<file path="src/rtl/johnson_pkg.sv">
// Shared constants and FSM state type for the Johnson code decoder.
package johnson_pkg;

  localparam int unsigned JOHNSON_W = 8;
  localparam int unsigned IDX_W     = 4;

  typedef enum logic [1:0] {
    StHunt,
    StCheck,
    StLocked
  } fsm_state_e;

endpackage

</file>
<file path="src/rtl/johnson_code_chk.sv">
// Combinational decode of an 8-bit Johnson code into a state index plus a legality flag.
module johnson_code_chk
  import johnson_pkg::*;
(
  input  logic [0:JOHNSON_W-1] code_i,
  output logic [IDX_W-1:0]     idx_o,
  output logic                 legal_o
);

  logic [IDX_W:0] pcnt;
  logic [IDX_W:0] neg_pcnt;
  logic           ordered;

  always_comb begin
    pcnt    = '0;
    ordered = 1'b1;
    for (int i = 0; i < JOHNSON_W; i++) begin
      pcnt = pcnt + (IDX_W + 1)'(code_i[i]);
    end
    // Only one run boundary is allowed, and the run touching bit 7 must be the tail.
    for (int i = 0; i < JOHNSON_W - 1; i++) begin
      if ((code_i[i] != code_i[i+1]) && (code_i[i+1] != code_i[JOHNSON_W-1])) begin
        ordered = 1'b0;
      end
    end
    neg_pcnt = {1'b1, {IDX_W{1'b0}}} - pcnt;

    legal_o = ordered;
    if (!ordered) begin
      idx_o = '0;
    end else if (!code_i[JOHNSON_W-1]) begin
      idx_o = pcnt[IDX_W-1:0];
    end else begin
      idx_o = neg_pcnt[IDX_W-1:0];
    end
  end

endmodule

</file>
<file path="src/rtl/johnson_decoder.sv">
// Johnson code decoder with sequence-lock FSM and saturating sequence-error counter.
module johnson_decoder
  import johnson_pkg::*;
#(
  parameter int unsigned LOCK_CNT = 2,
  parameter int unsigned ERR_W    = 8
) (
  input  logic                 clk,
  input  logic                 r,
  input  logic                 en,
  input  logic [0:JOHNSON_W-1] code_in,
  input  logic                 clr_err,
  output logic [IDX_W-1:0]     idx,
  output logic                 idx_vld,
  output logic                 legal,
  output logic                 locked,
  output logic                 seq_err,
  output logic [ERR_W-1:0]     err_cnt
);

  localparam logic [3:0] LockCntW = 4'(LOCK_CNT);

  logic [IDX_W-1:0] dec_idx;
  logic             dec_legal;

  johnson_code_chk u_code_chk (
    .code_i  (code_in),
    .idx_o   (dec_idx),
    .legal_o (dec_legal)
  );

  fsm_state_e       state_q, state_d;
  logic [3:0]       gcnt_q, gcnt_d;
  logic [IDX_W-1:0] idx_q, idx_d;
  logic             legal_q, legal_d;
  logic             vld_q, vld_d;
  logic             seq_err_q, seq_err_d;
  logic [ERR_W-1:0] err_cnt_q, err_cnt_d;

  logic             in_seq;
  logic [3:0]       gcnt_inc;

  always_comb begin
    state_d   = state_q;
    gcnt_d    = gcnt_q;
    idx_d     = idx_q;
    legal_d   = legal_q;
    vld_d     = 1'b0;
    seq_err_d = 1'b0;
    // idx_q doubles as the previous index; 15 -> 0 wraps naturally.
    in_seq    = dec_legal && (dec_idx == (idx_q + IDX_W'(1)));
    gcnt_inc  = gcnt_q + 4'd1;

    if (en) begin
      idx_d   = dec_idx;
      legal_d = dec_legal;
      vld_d   = 1'b1;
      unique case (state_q)
        StHunt: begin
          if (dec_legal) begin
            gcnt_d  = 4'd1;
            state_d = (LOCK_CNT <= 1) ? StLocked : StCheck;
          end
        end
        StCheck: begin
          if (in_seq) begin
            gcnt_d = gcnt_inc;
            if (gcnt_inc >= LockCntW) begin
              state_d = StLocked;
            end
          end else if (dec_legal) begin
            gcnt_d = 4'd1;
          end else begin
            gcnt_d  = 4'd0;
            state_d = StHunt;
          end
        end
        StLocked: begin
          if (!in_seq) begin
            seq_err_d = 1'b1;
            if (dec_legal) begin
              gcnt_d  = 4'd1;
              state_d = StCheck;
            end else begin
              gcnt_d  = 4'd0;
              state_d = StHunt;
            end
          end
        end
        default: begin
          gcnt_d  = 4'd0;
          state_d = StHunt;
        end
      endcase
    end

    err_cnt_d = err_cnt_q;
    if (clr_err) begin
      err_cnt_d = '0;
    end else if (seq_err_d && (err_cnt_q != {ERR_W{1'b1}})) begin
      err_cnt_d = err_cnt_q + ERR_W'(1);
    end
  end

  always_ff @(posedge clk or posedge r) begin
    if (r) begin
      state_q   <= StHunt;
      gcnt_q    <= 4'd0;
      idx_q     <= '0;
      legal_q   <= 1'b0;
      vld_q     <= 1'b0;
      seq_err_q <= 1'b0;
      err_cnt_q <= '0;
    end else begin
      state_q   <= state_d;
      gcnt_q    <= gcnt_d;
      idx_q     <= idx_d;
      legal_q   <= legal_d;
      vld_q     <= vld_d;
      seq_err_q <= seq_err_d;
      err_cnt_q <= err_cnt_d;
    end
  end

  assign idx     = idx_q;
  assign idx_vld = vld_q;
  assign legal   = legal_q;
  assign locked  = (state_q == StLocked);
  assign seq_err = seq_err_q;
  assign err_cnt = err_cnt_q;

endmodule

</file>
<file path="config.mk">
export PLATFORM = sky130hd
export DESIGN_NAME = johnson_decoder
export DESIGN_NICKNAME = d
export VERILOG_FILES = /design/src/rtl/johnson_pkg.sv /design/src/rtl/johnson_code_chk.sv /design/src/rtl/johnson_decoder.sv
export SDC_FILE = /design/constraint.sdc
export NUM_CORES = 1
export LEC_CHECK = 0
export ABC_AREA = 1
export CORE_UTILIZATION = 25
export DETAILED_ROUTE_END_ITERATION = 10
export PLACE_DENSITY_LB_ADDON = 0.3
export REMOVE_ABC_BUFFERS = 1
export SLEW_MARGIN = 30
export SYNTH_ARGS = -nofsm -noshare
export SYNTH_HDL_FRONTEND = slang
export SYNTH_SLANG_ARGS = --single-unit
</file>
<file path="constraint.sdc">
create_clock -name clk -period 1.62 [get_ports clk]
set_input_delay 0.243 -clock clk [delete_from_list [all_inputs] [get_ports clk]]
set_output_delay 0.243 -clock clk [all_outputs]
set_load 0.01 [all_outputs]
</file>
# Word-level counts from Yosys, hierarchy flattened
# Cells that the tools add are included.
dict set report classes {
  n_reduce_logical 12
  n_addsub 11
  order_cmp 1
  n_eq_ne 20
  mux 26
}
# op count
set ops {}
lappend ops {{$add 4x1->4} 6}
lappend ops {{$mux 4} 5}
lappend ops {{$mux 8} 2}
lappend ops {{$mux 1} 12}
lappend ops {{$ne 1x1->1} 12}
lappend ops {{$pmux 4 s3} 1}
lappend ops {{$mux 2} 5}
lappend ops {{$add 4x1->4 const B} 2}
lappend ops {{$add 8x1->8 const B} 1}
lappend ops {{$logic_and 1x1->1} 8}
lappend ops {{$ne 8x8->1 const B} 1}
lappend ops {{$ne 3x3->1 const B} 2}
lappend ops {{$pmux 2 s3} 1}
lappend ops {{$reduce_and 5->1} 1}
lappend ops {{$eq 4x4->1} 1}
lappend ops {{$ge 4x2->1 const B} 1}
lappend ops {{$ne 2x2->1 const B} 2}
lappend ops {{$sub 1x4->4 const A} 1}
lappend ops {{$reduce_and 3->1} 1}
lappend ops {{$add 1x1->2} 1}
lappend ops {{$eq 2x1->1 const B} 1}
lappend ops {{$eq 2x2->1 const B} 1}
lappend ops {{$logic_not 2->1} 1}
lappend ops {{$reduce_bool 2->1} 1}
dict set report word_totals {
  register_bits 21
  output_inout_bits 16
  inputBits 12
}

# Depth between registers and ports, before layout
# Gate-level depths: netlist (run 1).
dict set report logic_depth {
  word_depth 18
  mapped_depth 22
  depth_no_buf 22
}

# By module
# A second synthesis (run 1) with hierarchy kept.
dict set report hier_totals {
  hier_cells 247
  hier_area_um2 1835.5
}
# module n_inst area_each_um2 cells_per_inst
set modules_own_cells {}
lappend modules_own_cells {johnson_decoder 1 1430.1 174}
lappend modules_own_cells {johnson_code_chk 1 405.4 73}

# Worst setup path before layout (run 1)
# OpenSTA, ideal clock, no wires.
dict set report synth_timing {
  path_type {input to register}
  from {input port code_in[1] in the netlist's numbering}
  to {register err_cnt_q[4] (netlist: err_cnt[4])}
  slack_ns -2.118
  t_arrival_ns 3.619
  path_buffers 0
  cell_stages 17
  setup_time_ns 0.119
  path_cell_list {ha_1 > inv_1 > fa_1 > fa_1 > fa_1 > fa_1 > ha_1 > o21ai_0 > inv_1 > nand3b_1 > nand2_1 > nor2_4 > nand3_4 > nand3_4 > nand2_4 > nand2_2 > o21ai_2}
}
dict set report synth_via {
  elab_chain_len 17
  word_cells_on_any_way 28
  classes_between {add/sub (8); eq/ne (4); mux (11); reduce/logical (5)}
}
# item line_no
set synth_rtl {}
lappend synth_rtl {{start, declared} johnson_decoder.sv:11} ;# input logic [0:JOHNSON_W-1] code_in,
lappend synth_rtl {{$add 1x1->2} johnson_code_chk.sv:18} ;# pcnt = pcnt + (IDX_W + 1)'(code_i[i]);
lappend synth_rtl {{$add 4x1->4 (6 in a row)} johnson_code_chk.sv:18}
lappend synth_rtl {{$sub 1x4->4} johnson_code_chk.sv:26} ;# neg_pcnt = {1'b1, {IDX_W{1'b0}}} - pcnt;
lappend synth_rtl {{$mux 4} johnson_code_chk.sv:31} ;# end else if (!code_i[JOHNSON_W-1]) begin
lappend synth_rtl {{$mux 4} johnson_code_chk.sv:29} ;# if (!ordered) begin
lappend synth_rtl {{$eq 4x4->1} johnson_decoder.sv:51} ;# in_seq = dec_legal && (dec_idx == (idx_q + IDX_W'(1)));
lappend synth_rtl {{$logic_and 1x1->1 *} johnson_decoder.sv:51}
lappend synth_rtl {{$mux 1 *} johnson_decoder.sv:79} ;# if (!in_seq) begin
lappend synth_rtl {{$mux 1 *} johnson_decoder.sv:58} ;# unique case (state_q)
lappend synth_rtl {{$mux 1 *} johnson_decoder.sv:54} ;# if (en) begin
lappend synth_rtl {{$logic_and 1x1->1 *} johnson_decoder.sv:100} ;# end else if (seq_err_d && (err_cnt_q != {ERR_W{1'b1}})) begin
lappend synth_rtl {{$reduce_bool 2->1 (no line) *} --}
lappend synth_rtl {{end signal, assigned} johnson_decoder.sv:121} ;# err_cnt_q <= err_cnt_d;
lappend synth_rtl {{end, declared} johnson_decoder.sv:38} ;# logic [ERR_W-1:0] err_cnt_q, err_cnt_d;
# Every way passes the cells marked *; elsewhere a longest branch is shown, timed or not.
# A chain may end at the register's enable or synchronous reset.

# Final worst setup path (run 1)
dict set report layout_timing {
  from {input port code_in[1] in the netlist's numbering}
  to {register err_cnt_q[0] (netlist: err_cnt[0])}
}
# The elaborated chain is that of the path after synthesis.

==> impl_metrics.yaml, run 1 <==
final_layout:
  area_growth_pct: 51.31
  layout-drive-gt1-share_pct: 33.56
  n_antenna_cell: 0
  layout.nets: 323
  final_cells: 375
  fin_util_pct: 39.58
  nFillCells: 662
floorplanning:
  die_area_mm2: 0.007012
  fp.dieH_um: 83.74
  row_count: 29
  core_mm2: 0.006386
  initial_utilization_pct: 26.16
  io_pins: 28
  die_x_um: 83.74
sta:
  setup_tns_ns: -33.61
  setup_viol: 20
  clock_skew_ns: 0.001730
  min_period_ns: 3.571
  finalWorstSetupSlack_ns: -1.951
  hold_violations: 0
  drv_slew: 0
  period_share_pct: 220.4
  fmax_ghz: 0.2800
  rsz0062_at_grt: "yes"
  hold_slack_ns: 0.3058
  max_slew_margin_pct: 73.81
  tightest_slew_ns: 0.3925
synth:
  synth_area_mm2: 0.001670
  synth_compound_area_share_pct: 4.494
  synth_top_family_by_area: "simple AND/OR/NAND/NOR gates"
  synth_mux_area_share_pct: 0
  synth_seq_cells: 21
  yosys_warnings: 0
  yosys.area_share.xor_xnor_pct: 4.719
  synthDistinctLibCells: 26
  synthSimpleGateAreaFrac_pct: 39.33
  synth_cells: 228
  synth-adder-area-share_pct: 10.79
  synth.avg_cell_area_um2: 7.326
  synth_seq_area_share_pct: 31.46
run_status:
  outcome: "finished with violations"
  violations: "setup timing"
critical_path:
  required_ns: 1.78
  crit_path_end_kind: "register"
  path_buf_inv: 2
  cp_top_family: "adder cells"
  r2r_setup_slack_ns: -0.17
  path_class: "in -> reg"
  crit_arrival_ns: 3.73
  path_common_cell: "nand2_1"
  cp_slowest_cell: "fa_2"
  startpoint_type: "primary input"
  cp_cell_sequence: "buf_8 -> ha_4 -> inv_2 -> fa_1 -> fa_1 -> fa_2 -> fa_2 -> nand2_1 -> nand3b_1 -> nand3_2 -> nand3_2 -> nand2_2 -> nand2_2 -> nor2_4 -> nand3_4 -> nand3_4 -> nand2_4 -> nand2_1 -> nand2_1"
  critical-path-max-stage-delay_ns: 0.58
  critPathMaxFanout: 7
placed_design:
  dp_hpwl_um: 2903
  dpl.cell_count: 354
  numPortBuffers: 27
  place_congestion: 0.7957
cts:
  path_clk_slew_ns: 0.08
  cts_sinks: 21
  clockBufferDepth: 2
  cts-root-buf: "clkbuf_8"
  cts_tree: "yes"
  cts_max_level: 1
  cts_buffers: 3
  worstSkewPairLatency_ns: 0.27
route:
  ant_nets: 0
  wirelength_um: 3992
  viasPerCell: 4.384
  drt-pass1-iter-count: 4
  wl_per_cell_um: 10.65
  dr.first_iter.drc_count: 60
  remaining_drc_errors: 0
  dr_total_vias: 1644
global_routing:
  grt_max_degree: 22
  grt_remaining_overflow: 0
  grt_pass1_wl_um: 7148
  grtUsageTotal_pct: 12.45
  antenna_found_initial: 0
  grt_pass1_vias: 1726
power_and_ir_drop:
  max-vdd-ir-drop_mv: 0.2763
  p_total_mw: 1.827
  powerDensity_mw_per_mm2: 723.0
  p_leak_nw: 1.317
job:
  drv_cap: 0
min_path:
  hold_path_class: "in -> async"
==> cells by family after synthesis <==
kind of cell / Yosys count
AND/OR/NAND/NOR: 135
AO/OA/AOI/OAI: 12
flip-flops: 21
XOR/XNOR: 9
buffers and inverters: 39
adder cells (fa/ha/maj): 12
==> worst register-to-register path, cell delays in order (launching register included) <==
cell and delay [ns]:
dfrtp_1 0.42, ha_1 0.23, xnor2_1 0.18, inv_1 0.06, nand2_1 0.08, nand2_2 0.06, nor2_4 0.15, nand3_4 0.11
nand3_4 0.15, nand2_4 0.10, nand2_1 0.09, nand2_1 0.05
==> report_power, final <==
group | leakage (nW) | total, mW | internal [mW] | switching, mW
combinational | 1.01 | 0.857 | 0.412 | 0.445
sequential | 0.285 | 0.615 | 0.567 | 0.0482
clock | 0.0255 | 0.355 | 0.172 | 0.183
total | 1.32 | 1.83 | 1.15 | 0.677
==> flip-flops by register name (all words and copies together), names as in the netlist <==
| name | cells |
|---|---|
| idx | 4 |
| legal | 1 |
| gcnt_q | 4 |
| idx_vld | 1 |
| seq_err | 1 |
| state_q | 2 |
| err_cnt | 8 |
==> cells in the mapped netlist <==
cell type,count,share of area (%)
ha_1,8,6.0
nand2_1,69,16
nand3_4,2,2.1
nor2_2,1,0.37
nand2_2,9,3.4
nor4_1,1,0.37
inv_1,33,7.4
nand4_1,3,1.1
nand2_4,1,0.67
dfrtp_1,21,31
nand3_1,16,4.8
buf_6,1,0.67
inv_2,4,0.90
fa_1,4,4.8
nor3_1,2,0.60
xnor2_1,2,1.0
xor2_1,7,3.7
o21ai_0,6,1.8
nand3_2,2,1.2
nand3b_1,5,2.2
clkbuf_1,1,0.22
nor2_1,20,4.5
nor2_4,3,2.0
a21oi_1,2,0.60
o21ai_2,4,2.1
nor3b_1,1,0.45
==> stage by stage <==
| stage | setup WS (ns) | area, um^2 |
|---|---|---|
| finish | -1.951 | 2527 |
| global route | -2.130 | 2527 |
| CTS | -2.146 | 2417 |
| detailed placement | -2.795 | 2202 |
| global placement | -2.717 | 2202 |
| floorplan | -2.124 | 1655 |
==> placed cells by master (no fill, tap or decap), drive strengths merged <==
| master | instances |
|---|---|
| nand2 | 81 |
| buf | 41 |
| inv | 37 |
| nor2 | 24 |
| dfrtp | 21 |
| clkdlybuf4s50 | 20 |
| nand3 | 20 |
| o21ai | 10 |
| ha | 8 |
| xor2 | 7 |
| nand3b | 5 |
| fa | 4 |
| nand4 | 3 |
| clkbuf | 3 |
| dlygate4sd2 | 3 |
| a21oi | 2 |
| xnor2 | 2 |
| nor3 | 2 |
| dlymetal6s2s | 2 |
| nor4 | 1 |
| nor3b | 1 |
| clkinv | 1 |
==> layout make-up <==
class                      count  area [um^2]  area share (%)
clock buffer                   3        41.29           1.634
clock inverter                 1        5.005          0.1980
inverter                      37        138.9           5.495
multi-input combinational    170         1135           44.90
sequential                    21        525.5           20.79
tap                           77        96.34           3.812
timing repair buffer          66        585.6           23.17
==> what timing repair did <==
action | CTS | global route
resized for setup | 42 | 18
gates cloned | 2 | 0
pin swaps | 31 | 28
hold buffers | 0 | 0
buffers inserted | 8 | 7
setup endpoints to repair | 21 | 22
==> final timing paths <==
check / cells past startpoint / endpoint / startpoint
setup / recovery: 19 / err_cnt[0]$_DFFE_PP0P_ / code_in[1]
min in group clk: 2 / state_q[1]$_DFFE_PP0P_ / state_q[1]$_DFFE_PP0P_
setup reg to reg: 11 / err_cnt[0]$_DFFE_PP0P_ / idx[0]$_DFFE_PP0P_
max in group asynchronous: 3 / idx[1]$_DFFE_PP0P_ / r
hold reg to reg: 2 / state_q[1]$_DFFE_PP0P_ / state_q[1]$_DFFE_PP0P_
hold / removal: 3 / gcnt_q[1]$_DFFE_PP0P_ / r
==> per-layer routing <==
metal	vias to the layer above	global-route usage [%]	wire [um]
met5	-	0	0
met4	0	6.009	87
met3	7	1.682	101
met2	23	23.06	2144
met1	768	13.91	1658
li1	846	-	-
No activity file was read; power rests on OpenSTA's default activity.
==> run 2, diff against run 1 <==
- CTS_CLUSTER_DIAMETER: not set -> 60
==> results of run 2 <==
Final layout, timing and power as in run 1 (identical DEF).
